<file path="config.mk">
export PLATFORM = sky130hd
export DESIGN_NAME = keyboard
export DESIGN_NICKNAME = d
export VERILOG_FILES = /design/src/rtl/keyboard.sv
export SDC_FILE = /design/constraint.sdc
export NUM_CORES = 1
export LEC_CHECK = 0
export BUFFER_PORTS_ARGS = -buffer_cell sky130_fd_sc_hd__buf_2
export CORE_AREA = 2 2 156 158
export DETAILED_ROUTE_END_ITERATION = 10
export DIE_AREA = 0 0 158 160
export PLACE_DENSITY_LB_ADDON = 0.08
export SETUP_SLACK_MARGIN = 0.4
export SYNTH_ARGS = -nofsm -noshare
export SYNTH_HDL_FRONTEND = slang
export SYNTH_SLANG_ARGS = --single-unit
export TNS_END_PERCENT = 1
</file>
<file path="constraint.sdc">
create_clock -name clk -period 7.15 [get_ports clk]
set_input_delay 0.3575 -clock clk [delete_from_list [all_inputs] [get_ports clk]]
set_output_delay 0.3575 -clock clk [all_outputs]
set_load 0.02 [all_outputs]
</file>
<file path="src/rtl/keyboard.sv">
// keyboard: maps PS/2 key events onto an 8-voice note bank; define KEYBOARD_FREQ_CLEAR_EN to also zero a voice's frequency on release
module keyboard #(
  parameter logic [31:0] VOLUME_ON  = 32'h0010_0000,
  parameter int          NUM_VOICES = 8
) (
  input  logic                             clk,
  input  logic                             reset,
  input  logic [10:0]                      ps2_key,
  output logic [NUM_VOICES-1:0][15:0]      frequencies,
  output logic [NUM_VOICES-1:0][31:0]      voice_volumes
);
  logic                        toggle_q, toggle_d;
  logic [NUM_VOICES-1:0][15:0] freq_q, freq_d;
  logic [NUM_VOICES-1:0][31:0] vol_q, vol_d;
  logic                        hit;
  logic [2:0]                  idx;
  logic [15:0]                 note;
  logic                        key_event;
  // scancode to voice/frequency lookup; unmapped codes clear hit
  always_comb begin
    hit  = 1'b1;
    idx  = 3'd0;
    note = 16'd0;
    case (ps2_key[7:0])
      8'h15: begin idx = 3'd0; note = 16'd3520; end
      8'h1D: begin idx = 3'd1; note = 16'd3729; end
      8'h24: begin idx = 3'd2; note = 16'd3951; end
      8'h2D: begin idx = 3'd3; note = 16'd4186; end
      8'h2C: begin idx = 3'd4; note = 16'd4699; end
      8'h35: begin idx = 3'd5; note = 16'd4978; end
      8'h4A: begin idx = 3'd6; note = 16'd4400; end
      8'h49: begin idx = 3'd7; note = 16'd5274; end
      default: hit = 1'b0;
    endcase
  end
  assign key_event = ps2_key[10] != toggle_q;
  // next-state: a qualified event rewrites exactly one voice
  always_comb begin
    toggle_d = ps2_key[10];
    freq_d   = freq_q;
    vol_d    = vol_q;
    if (key_event && !ps2_key[8] && hit) begin
      vol_d[idx] = ps2_key[9] ? VOLUME_ON : 32'd0;
`ifdef KEYBOARD_FREQ_CLEAR_EN
      freq_d[idx] = ps2_key[9] ? note : 16'd0;
`else
      freq_d[idx] = ps2_key[9] ? note : freq_q[idx];
`endif
    end
  end
  // state registers with asynchronous clear
  always_ff @(posedge clk or posedge reset) begin
    if (reset) begin
      toggle_q <= 1'b0;
      freq_q   <= '0;
      vol_q    <= '0;
    end else begin
      toggle_q <= toggle_d;
      freq_q   <= freq_d;
      vol_q    <= vol_d;
    end
  end
  assign frequencies   = freq_q;
  assign voice_volumes = vol_q;
endmodule

</file>
==> flow_summary.toml, run 1 <==
[timing]
final.setup.tns_ps = 0
fmax_ghz = 0.2513
worst_slew_pin_slew_ps = 1182
slew_headroom = 0.2095
drv_slew = 0
hold_violations = 0
finClkSkew_ps = 9.257
grt_setup_unrepaired = "false"
setup_ws_ps = 3171
period_share = 0.5566
finalCriticalPeriod_ps = 3979
finalSetupViolCount = 0

[clocking]
clk_path_buf_depth = 2
h-tree-depth = 4
root_buffer = "clkbuf_16"
cts_sinks = 137
clk_pin_slew_worst_paths_ps = 60
numCtsBuffers = 17
clk_latency_ps = 430
cts_tree = "built"
holdBufCountCts = 0
cts_setup_buffers = 0
cts_resized = 0

[setup_path]
criticalPathCategory = "primary input to flip-flop"
reg2reg_depth = 6
startpoint = "ps2_key[3]"
r2r_start = "toggle_q"
critPathTopFamily = "compound AO/OA/AOI/OAI gates"
endpoint = "frequencies[32]"
path_buf_inv = 2
cp_data_required_time_ps = 7440
critical_path_arrival_ps = 4270
crit_fanout = 21
rrSetupSlack_ps = 4720
end_kind = "flip-flop"
cp_cell_sequence = "buf_2, clkinv_1, o211a_1, o21ai_2, nand4_2, nor2_2, a21oi_1"
crit_path_max_incr_delay_ps = 1000
crit_path_top_delay_cell = "o21ai_2"
worst_setup_path_start_kind = "primary input"
cp.depth = 7
timing.rr.end = "frequencies[16]"

[synth]
synth_edf_count = 0
synth_seq_cells = 137
syn-cell-area_sq_um = 9205
netlist_instances = 1051
syn_avg_cell_area_sq_um = 8.758
synthArstFlopShare = 1.000
yosysWarnings = 0
synth-main-ff-cell = "dfrtp_1"
yosysSeqAreaShare = 0.3724
ys_types = 72

[route]
drt-initial-drc-count = 696
drt-pass1-iter-count = 6
vias_per_cell = 5.087
drcViolationCount = 0
wl_per_cell_um = 20.62
wirelength_um = 30830
ant_nets = 0
num_vias = 7605

[global_route]
antenna_found_initial = 0
grt_pass1_vias = 6701
grt_pass1_wl_um = 44910
grt.overflow.total = 0
grt_max_degree = 72
grt_usage = 0.2397

[pwr]
ir_drop_mv = 0.1881
p_leak_uw = 0.004848
power_density_nw_per_um2 = 220.5

[placed_design]
gp_congestion = 0.8549
place_ws_ps = 2721
dp_hpwl_um = 21570
portBuffers = 148

[layout]
finalNetCount = 1171
drive_gt1_frac = 0.1887
area_delta_synth_final_pct = 6.728
n_antenna_cell = 0

[die]
ios = 397
core-area_sq_um = 23820
die_h_um = 160
fp-row-count = 57
die_w_um = 158
die_area_sq_um = 25280
initial_utilization = 0.3864

[min_path]
min_path_type = "primary input to async pin"

[outcome]
status = "complete, no violations"

[flow_run]
max_cap_violations = 0
==> sequential cells by signal, indices dropped and copies added (netlist names) <==
signal,count
frequencies,128
voice_volumes,8
toggle_q,1
==> power breakdown <==
part	leakage [uW]	total, uW	internal (uW)	switching, uW
sequential	0.00189	834	802	32.3
combinational	0.00265	346	66.6	279
clock	0.000311	986	614	372
total	0.00485	2170	1480	684
==> worst min-delay path by stage <==
stage / from / to / slack [ps] / depth (start not counted)
final: reset / frequencies[126] / 20 / 2
after global routing: ps2_key[10] / toggle_q / 60 / 1
after CTS: reset / frequencies[126] / 50 / 2
after detailed placement: voice_volumes[180] / voice_volumes[180] / 470 / 2
after global placement: voice_volumes[116] / voice_volumes[116] / 460 / 2
after floorplan: ps2_key[10] / toggle_q / 390 / 0
==> cell usage in the layout, fill, tap and decap left out, types with 4 or more instances in the layout <==
master     Yosys  routed
a2bb2oi_1      4       4
nand2b_1       4       4
conb_1         1     248
a22oi_1        6       6
and3_1        14      14
buf_4        257      11
dfrtp_1      137     137
nand3_1       11      11
nor3b_1        7       7
a22o_1         4       4
o31ai_1        8       8
o21ai_0      103     103
a31oi_1        8       8
nor4bb_1      16      15
nand3b_1       4       4
mux2i_1        9       9
nand2_1      125     125
clkbuf_16      0      17
buf_2         21     148
inv_1          6       5
a21oi_1       49      49
a32oi_1       16      16
o22a_1         5       5
xnor2_1        4       4
o21a_1         5       5
nor2_1        65      65
o21ai_1       10      10
a21o_1         5       5
o211ai_1      21      21
o2111ai_1     15      15
bufinv_16      0       4
a221oi_1       5       5
o221a_2        5       5
==> logic make-up after synthesis <==
logic type / after synthesis / share of synthesized area
compound gates: 301 / 0.2186
simple gates: 270 / 0.1495
xor+xnor: 6 / 0.006525
mux: 11 / 0.01223
other cells: 1 / 0.0004074
buf+inv: 325 / 0.2403
flops: 137 / 0.3724
==> area by class of cell <==
cell class	count	area, sq um
Fill cell	2430	14000
Multi-Input combinational cell	836	4498
Sequential cell	137	3428
Timing Repair Buffer	159	823.3
Clock buffer	22	474.2
Tap cell	324	405.4
Clock inverter	10	163.9
Inverter	7	31.28
==> layer usage <==
metal / vias up / global-route usage / wire length, um
met1: 3717 / 0.3639 / 14260
met4: 0 / 0.06962 / 605
met2: 412 / 0.3476 / 13840
met3: 40 / 0.04152 / 2123
met5: - / 0 / 0
li1: 3436 / - / -
==> cell usage after synthesis (15+ instances only) <==
| cell | instances | area share |
|---|---|---|
| a32oi_1 | 16 | 0.015 |
| o211ai_1 | 21 | 0.017 |
| a21oi_1 | 49 | 0.027 |
| nor2_1 | 65 | 0.027 |
| o2111ai_1 | 15 | 0.014 |
| buf_4 | 257 | 0.21 |
| dfrtp_1 | 137 | 0.37 |
| o21ai_0 | 103 | 0.056 |
| nand2_1 | 125 | 0.051 |
| clkbuf_1 | 38 | 0.015 |
| nor4bb_1 | 16 | 0.017 |
| buf_2 | 21 | 0.011 |
==> stage by stage <==
stage,instance area [sq um],utilization,total power [uW],hold slack (ps),instances
finish,9824,0.4124,2166,23.69,1495
global route,9824,0.4124,2239,56.82,1495
CTS,9824,0.4124,2170,46.87,1495
detailed placement,9186,0.3857,1190,469.2,1463
global placement,9186,0.3857,1188,460.0,1463
floorplan,10130,-,1204,388.9,1298
No activity file was read; power rests on OpenSTA's default activity.
==> run 2, diff against run 1 <==
--- a/config.mk
+++ b/config.mk
@@ -6,9 +6,9 @@
 export NUM_CORES = 1
 export LEC_CHECK = 0
 export BUFFER_PORTS_ARGS = -buffer_cell sky130_fd_sc_hd__buf_2
-export CORE_AREA = 2 2 156 158
+export CORE_AREA = 2 2 153 155
 export DETAILED_ROUTE_END_ITERATION = 10
-export DIE_AREA = 0 0 158 160
+export DIE_AREA = 0 0 155 157
 export PLACE_DENSITY_LB_ADDON = 0.08
 export SETUP_SLACK_MARGIN = 0.4
 export SYNTH_ARGS = -nofsm -noshare
==> constraint.sdc (replaced) <==
create_clock -name clk -period 3.97 [get_ports clk]
set_input_delay 0.1985 -clock clk [delete_from_list [all_inputs] [get_ports clk]]
set_output_delay 0.1985 -clock clk [all_outputs]
set_load 0.02 [all_outputs]
==> flow_summary.toml, run 2 (same netlist as run 1, synthesis figures left out) <==
[die]
initial_utilization = 0.4091
die_w_um = 155
fp-row-count = 55
die_area_sq_um = 24340
core-area_sq_um = 22500
ios = 397
die_h_um = 157

[setup_path]
cp_cell_sequence = "buf_2, nand4bb_1, buf_4, or4_4, o21a_1, a221o_1, a211oi_2, a21oi_1"
reg2reg_depth = 5
cp_data_required_time_ps = 4240
crit_fanout = 22
criticalPathCategory = "primary input to flip-flop"
rrSetupSlack_ps = 1750
critical_path_arrival_ps = 3090
r2r_start = "toggle_q"
timing.rr.end = "frequencies[116]"
worst_setup_path_start_kind = "primary input"
crit_path_top_delay_cell = "or4_4"
crit_path_max_incr_delay_ps = 670
end_kind = "flip-flop"

[global_route]
antenna_found_initial = 0
grt_max_degree = 138
grt.overflow.total = 0
grt_pass1_vias = 6882
grt_pass1_wl_um = 45220
grt_usage = 0.2492

[pwr]
switchingPower_uw = 1230
p_comb_frac = 0.168
p_int_uw = 2501
clkPwrFrac = 0.430
power_density_nw_per_um2 = 378.0
p_sw_frac = 0.3298
ir_drop_mv = 0.2956
p_seq_frac = 0.402
p_leak_uw = 0.004902

[layout]
final_common_cell = "conb_1"
final-seq-area_sq_um = 3428
final_cell_mix = "conb_1, buf_2, dfrtp_1, nand2_1, o21ai_0"
finalNetCount = 1190
fill_cells = 2237
multi_input_area_sq_um = 4498
n_antenna_cell = 0
area_delta_synth_final_pct = 7.231
final_cells = 1475
drive_gt1_frac = 0.2008
largest_register_ffs = 128

[min_path]
min_path_type = "primary input to async pin"

[clocking]
cts_resized = 0
clk_latency_ps = 430
cts_sinks = 137
clk_path_buf_depth = 2
h-tree-depth = 4
root_buffer = "clkbuf_16"
numCtsBuffers = 17
cts_tree = "built"
clk_pin_slew_worst_paths_ps = 60

[timing]
final.setup.tns_ps = 0
fmax_ghz = 0.3550
period_share = 0.7095
finClkSkew_ps = 15.22
worst_slew_pin_slew_ps = 1047
whs_ps = -20.58
grt_setup_unrepaired = "false"
slew_headroom = 0.3013
drv_slew = 0
finalCriticalPeriod_ps = 2817
finalSetupViolCount = 0
hold_violations = 5

[route]
vias_per_cell = 5.254
drt-initial-drc-count = 666
num_vias = 7749
wirelength_um = 31030
drt-pass1-iter-count = 5
drcViolationCount = 0
wl_per_cell_um = 21.03
ant_nets = 0

[outcome]
status = "complete, but fails checks"
violations = "negative hold slack"

[flow_run]
max_cap_violations = 0

[placed_design]
gp_congestion = 0.9356
dp_hpwl_um = 21940
dp.cells = 1442
portBuffers = 148
run 2: cell count changes in the layout (fill, tap and decap cells not counted), sizes merged:
cell / change
buf: +18
bufinv: -2
clkbuf: -3
clkinv: +2
clkinvlp: +3
dlygate4sd3: +1
run 2: worst max-delay path, delay by kind of cell:
| kind | cells | cell delay, ps |
|---|---|---|
| compound gates | 4 | 1500 |
| simple gates | 2 | 820 |
| buf+inv | 2 | 560 |
run 2: what timing repair did:
| action | 4_1_cts | 5_1_grt |
|---|---|---|
| hold buffers | 1 | 0 |
| buffers inserted | 0 | 0 |
| setup endpoints to repair | 0 | 0 |
| endpoints found under the hold margin | 1 | 0 |
run 2: cell type report:
cell class | count | area share
clock buffer | 19 | 0.04386
multi-input combinational | 836 | 0.4557
sequential | 137 | 0.3473
tap | 285 | 0.03613
clock inverter | 13 | 0.01458
timing repair buffer | 178 | 0.09938
inverter | 7 | 0.003042
run 2: worst max path at each step:
stage	start	end	slack, ps	cells after the start
after floorplan	ps2_key[5]	frequencies[107]	1800	8
after global placement	ps2_key[3]	frequencies[34]	850	8
after detailed placement	ps2_key[3]	frequencies[34]	790	8
after CTS	ps2_key[3]	frequencies[34]	1250	8
after global routing	ps2_key[3]	frequencies[50]	1050	8
final	ps2_key[3]	frequencies[50]	1150	8
run 2: power by group through the flow:
| stage | Sequential [uW] | Clock (uW) | Combinational [uW] |
|---|---|---|---|
| finish | 1500 | 1600 | 627 |
| global route | 1500 | 1670 | 678 |
| CTS | 1500 | 1610 | 619 |
| detailed placement | 1520 | 0 | 618 |
| global placement | 1530 | 0 | 614 |
| floorplan | 1560 | 0 | 608 |
run 2: per-layer routing:
layer  vias to the layer above  part of all wire  wire (um)  track usage
li1                       3477                 -          -            -
met1                      3746              0.45      13980       0.3637
met2                       475              0.44      13560       0.3636
met3                        51             0.087       2705      0.05589
met4                         0             0.025        786      0.08201
met5                         -                 0          0     0.006211
run 2: stage by stage:
step / area (sq um) / hold WS, ps / power [uW] / utilization / setup WS [ps]
after floorplan: 10140 / 229.9 / 2169 / - / 1805
after global placement: 9284 / 334.6 / 2141 / 0.4126 / 853.8
after detailed placement: 9284 / 334.0 / 2142 / 0.4126 / 794.5
after CTS: 9871 / 38.85 / 3733 / 0.4386 / 1253
after global routing: 9871 / 42.03 / 3856 / 0.4386 / 1050
final: 9871 / -20.58 / 3731 / 0.4386 / 1153
==> run 3, diff against run 2 <==
--- a/config.mk
+++ b/config.mk
@@ -5,10 +5,11 @@
 export SDC_FILE = /design/constraint.sdc
 export NUM_CORES = 1
 export LEC_CHECK = 0
+export ABC_AREA = 1
 export BUFFER_PORTS_ARGS = -buffer_cell sky130_fd_sc_hd__buf_2
-export CORE_AREA = 2 2 153 155
+export CORE_AREA = 2 2 154 156
 export DETAILED_ROUTE_END_ITERATION = 10
-export DIE_AREA = 0 0 155 157
+export DIE_AREA = 0 0 156 158
 export PLACE_DENSITY_LB_ADDON = 0.08
 export SETUP_SLACK_MARGIN = 0.4
 export SYNTH_ARGS = -nofsm -noshare
==> constraint.sdc (replaced) <==
create_clock -name clk -period 2.35 [get_ports clk]
set_input_delay 0.1175 -clock clk [delete_from_list [all_inputs] [get_ports clk]]
set_output_delay 0.1175 -clock clk [all_outputs]
set_load 0.02 [all_outputs]
==> flow_summary.toml, run 3 <==
[setup_path]
cp_data_required_time_ps = 2720
path_buf_inv = 1
crit_path_max_incr_delay_ps = 370
worst_setup_path_start_kind = "flip-flop"
end_kind = "flip-flop"
critPathTopFamily = "simple AND/OR/NAND/NOR gates"
crit_top_cell = "nand2_1"
criticalPathCategory = "flip-flop to flip-flop"
crit_path_top_delay_cell = "dfrtp_1"
cp_cell_sequence = "xnor2_1, nor2_1, nand2_4, nor2_8, nand2_2, inv_2, nand2_1, nand2_1"
rrSetupSlack_ps = 570
critical_path_arrival_ps = 2150
crit_fanout = 14

[clocking]
clk_path_buf_depth = 2
root_buffer = "clkbuf_16"
clk_pin_slew_worst_paths_ps = 60
clk_latency_ps = 430
cts_tree = "built"
cts_setup_buffers = 0
cts_sinks = 137
h-tree-depth = 4
numCtsBuffers = 17

[placed_design]
portBuffers = 148
gp_congestion = 0.8646
dp_hpwl_um = 21290
place_ws_ps = 161.0

[pwr]
total_power_uw = 5690
p_leak_uw = 0.006348
ir_drop_mv = 0.4893
power_density_nw_per_um2 = 552.2

[synth]
syn_avg_cell_area_sq_um = 7.094
yosysMostFrequentCell = "nand2_1"
netlist_instances = 1317
yosysTopAreaCell = "dfrtp_1"
synth_top_area_frac = 0.3669
netlist_top_cells_count = "nand2_1, buf_4, dfrtp_1"
syn-cell-area_sq_um = 9343
yosysWarnings = 0
synth-main-ff-cell = "dfrtp_1"
ys_types = 28
yosysSeqAreaShare = 0.3669
synth_edf_count = 0
synth_seq_cells = 137
ys_top_cells_by_area = "dfrtp_1, nand2_1, buf_4"
synthArstFlopShare = 1.000

[timing]
drv_slew = 0
final.setup.tns_ps = 0
slew_headroom = 0.5184
whs_ps = 204.2
finalSetupViolCount = 0
finalCriticalPeriod_ps = 1776
grt_setup_unrepaired = "false"
hold_violations = 0
fmax_ghz = 0.5629
worst_slew_pin_slew_ps = 721.0
finClkSkew_ps = 9.994
setup_ws_ps = 573.5
period_share = 0.7559

[min_path]
min_path_type = "primary input to flip-flop"

[route]
drt-initial-drc-count = 339
ant_nets = 0
drt-pass1-iter-count = 5
wl_per_cell_um = 15.89
vias_per_cell = 4.388
drcViolationCount = 0
num_vias = 7859
wirelength_um = 28450

[layout]
final_core_util = 0.4470
final_common_cell = "nand2_1"
final_cell_mix = "nand2_1, conb_1, buf_2, dfrtp_1, inv_1"
drive_gt1_frac = 0.1919
area_delta_synth_final_pct = 10.28
n_antenna_cell = 0
fill_cells = 2451
finalNetCount = 1501
largest_register_ffs = 128

[flow_run]
max_cap_violations = 0

[die]
die_area_sq_um = 24650
initial_utilization = 0.4053
die_w_um = 156
fp-row-count = 56
ios = 397
die_h_um = 158
core-area_sq_um = 23050

[global_route]
grt_max_degree = 36
grt_pass1_wl_um = 42150
grt.overflow.total = 0
grt_pass1_vias = 7219
antenna_found_initial = 0
grt_usage = 0.2293

[outcome]
status = "complete, no violations"
## run 3: cell count changes in the layout (fill, tap and decap cells not counted), moves of 12 or more
cell,change
nor2_1,-29
o211ai_1,-12
nor4bb_1,-15
nand3_1,+44
nand2_1,+411
inv_1,+115
inv_2,+17
and3_1,-14
a21oi_1,-31
o21ai_0,-80
a32oi_1,-16
nand2_2,+25
o2111ai_1,-12
## run 3: final timing paths
check / start / to / cells after the start
max: toggle_q / frequencies[3] / 8
min: ps2_key[9] / frequencies[126] / 4
max reg2reg: toggle_q / frequencies[3] / 8
min reg2reg: voice_volumes[212] / voice_volumes[212] / 2
max in group asynchronous: reset / frequencies[94] / 4
min in group asynchronous: reset / frequencies[101] / 3
## run 3: timing repair
action | 4_1_cts | 5_1_grt
gates resized for setup | 0 | 0
hold buffers | 2 | 0
hold endpoints to repair | 25 | 0
## run 3: logic make-up after synthesis
logic type / Yosys count / synth area share
simple gates: 679 / 0.3052
buf+inv: 430 / 0.2843
flops: 137 / 0.3669
compound gates: 69 / 0.04219
xor+xnor: 1 / 0.0009376
other cells: 1 / 0.0004014
## run 3: area by class of cell
type,instances,area [sq um],area share
Clock buffer,19,442.9,0.04299
Clock inverter,13,142.6,0.01384
Inverter,140,530.5,0.05149
Multi-Input combinational cell,997,4185,0.4062
Sequential cell,137,3428,0.3327
Tap cell,290,362.8,0.03522
Timing Repair Buffer,195,1211,0.1175
## run 3: power by group
| part | total, uW | internal, uW | switching, uW |
|---|---|---|---|
| clock | 2710 | 1600 | 1110 |
| combinational | 598 | 70.6 | 527 |
| sequential | 2380 | 2370 | 9.37 |
## run 3: worst register-to-register path, stage by stage, from the launching register on
cell and delay, ps:
dfrtp_1 370, xnor2_1 120, nor2_1 200, nand2_4 150, nor2_8 200, nand2_2 200
inv_2 320, nand2_1 100, nand2_1 70
## run 3: routing by layer
layer  GRT usage  share of wire  routed length (um)  up-vias
met5           0              0                   0        -
met4     0.05286          0.015                 431        0
met3     0.04216          0.059                1676       29
met2      0.3902           0.49               13910      292
met1      0.3041           0.44               12440     3717
li1            -              -                   -     3821
## run 3: per-stage QoR
stage	cell area (sq um)	cells
after detailed placement	9698	1757
final	10300	1791
after floorplan	10270	1564
after global placement	9698	1757
after global routing	10300	1791
after CTS	10300	1791
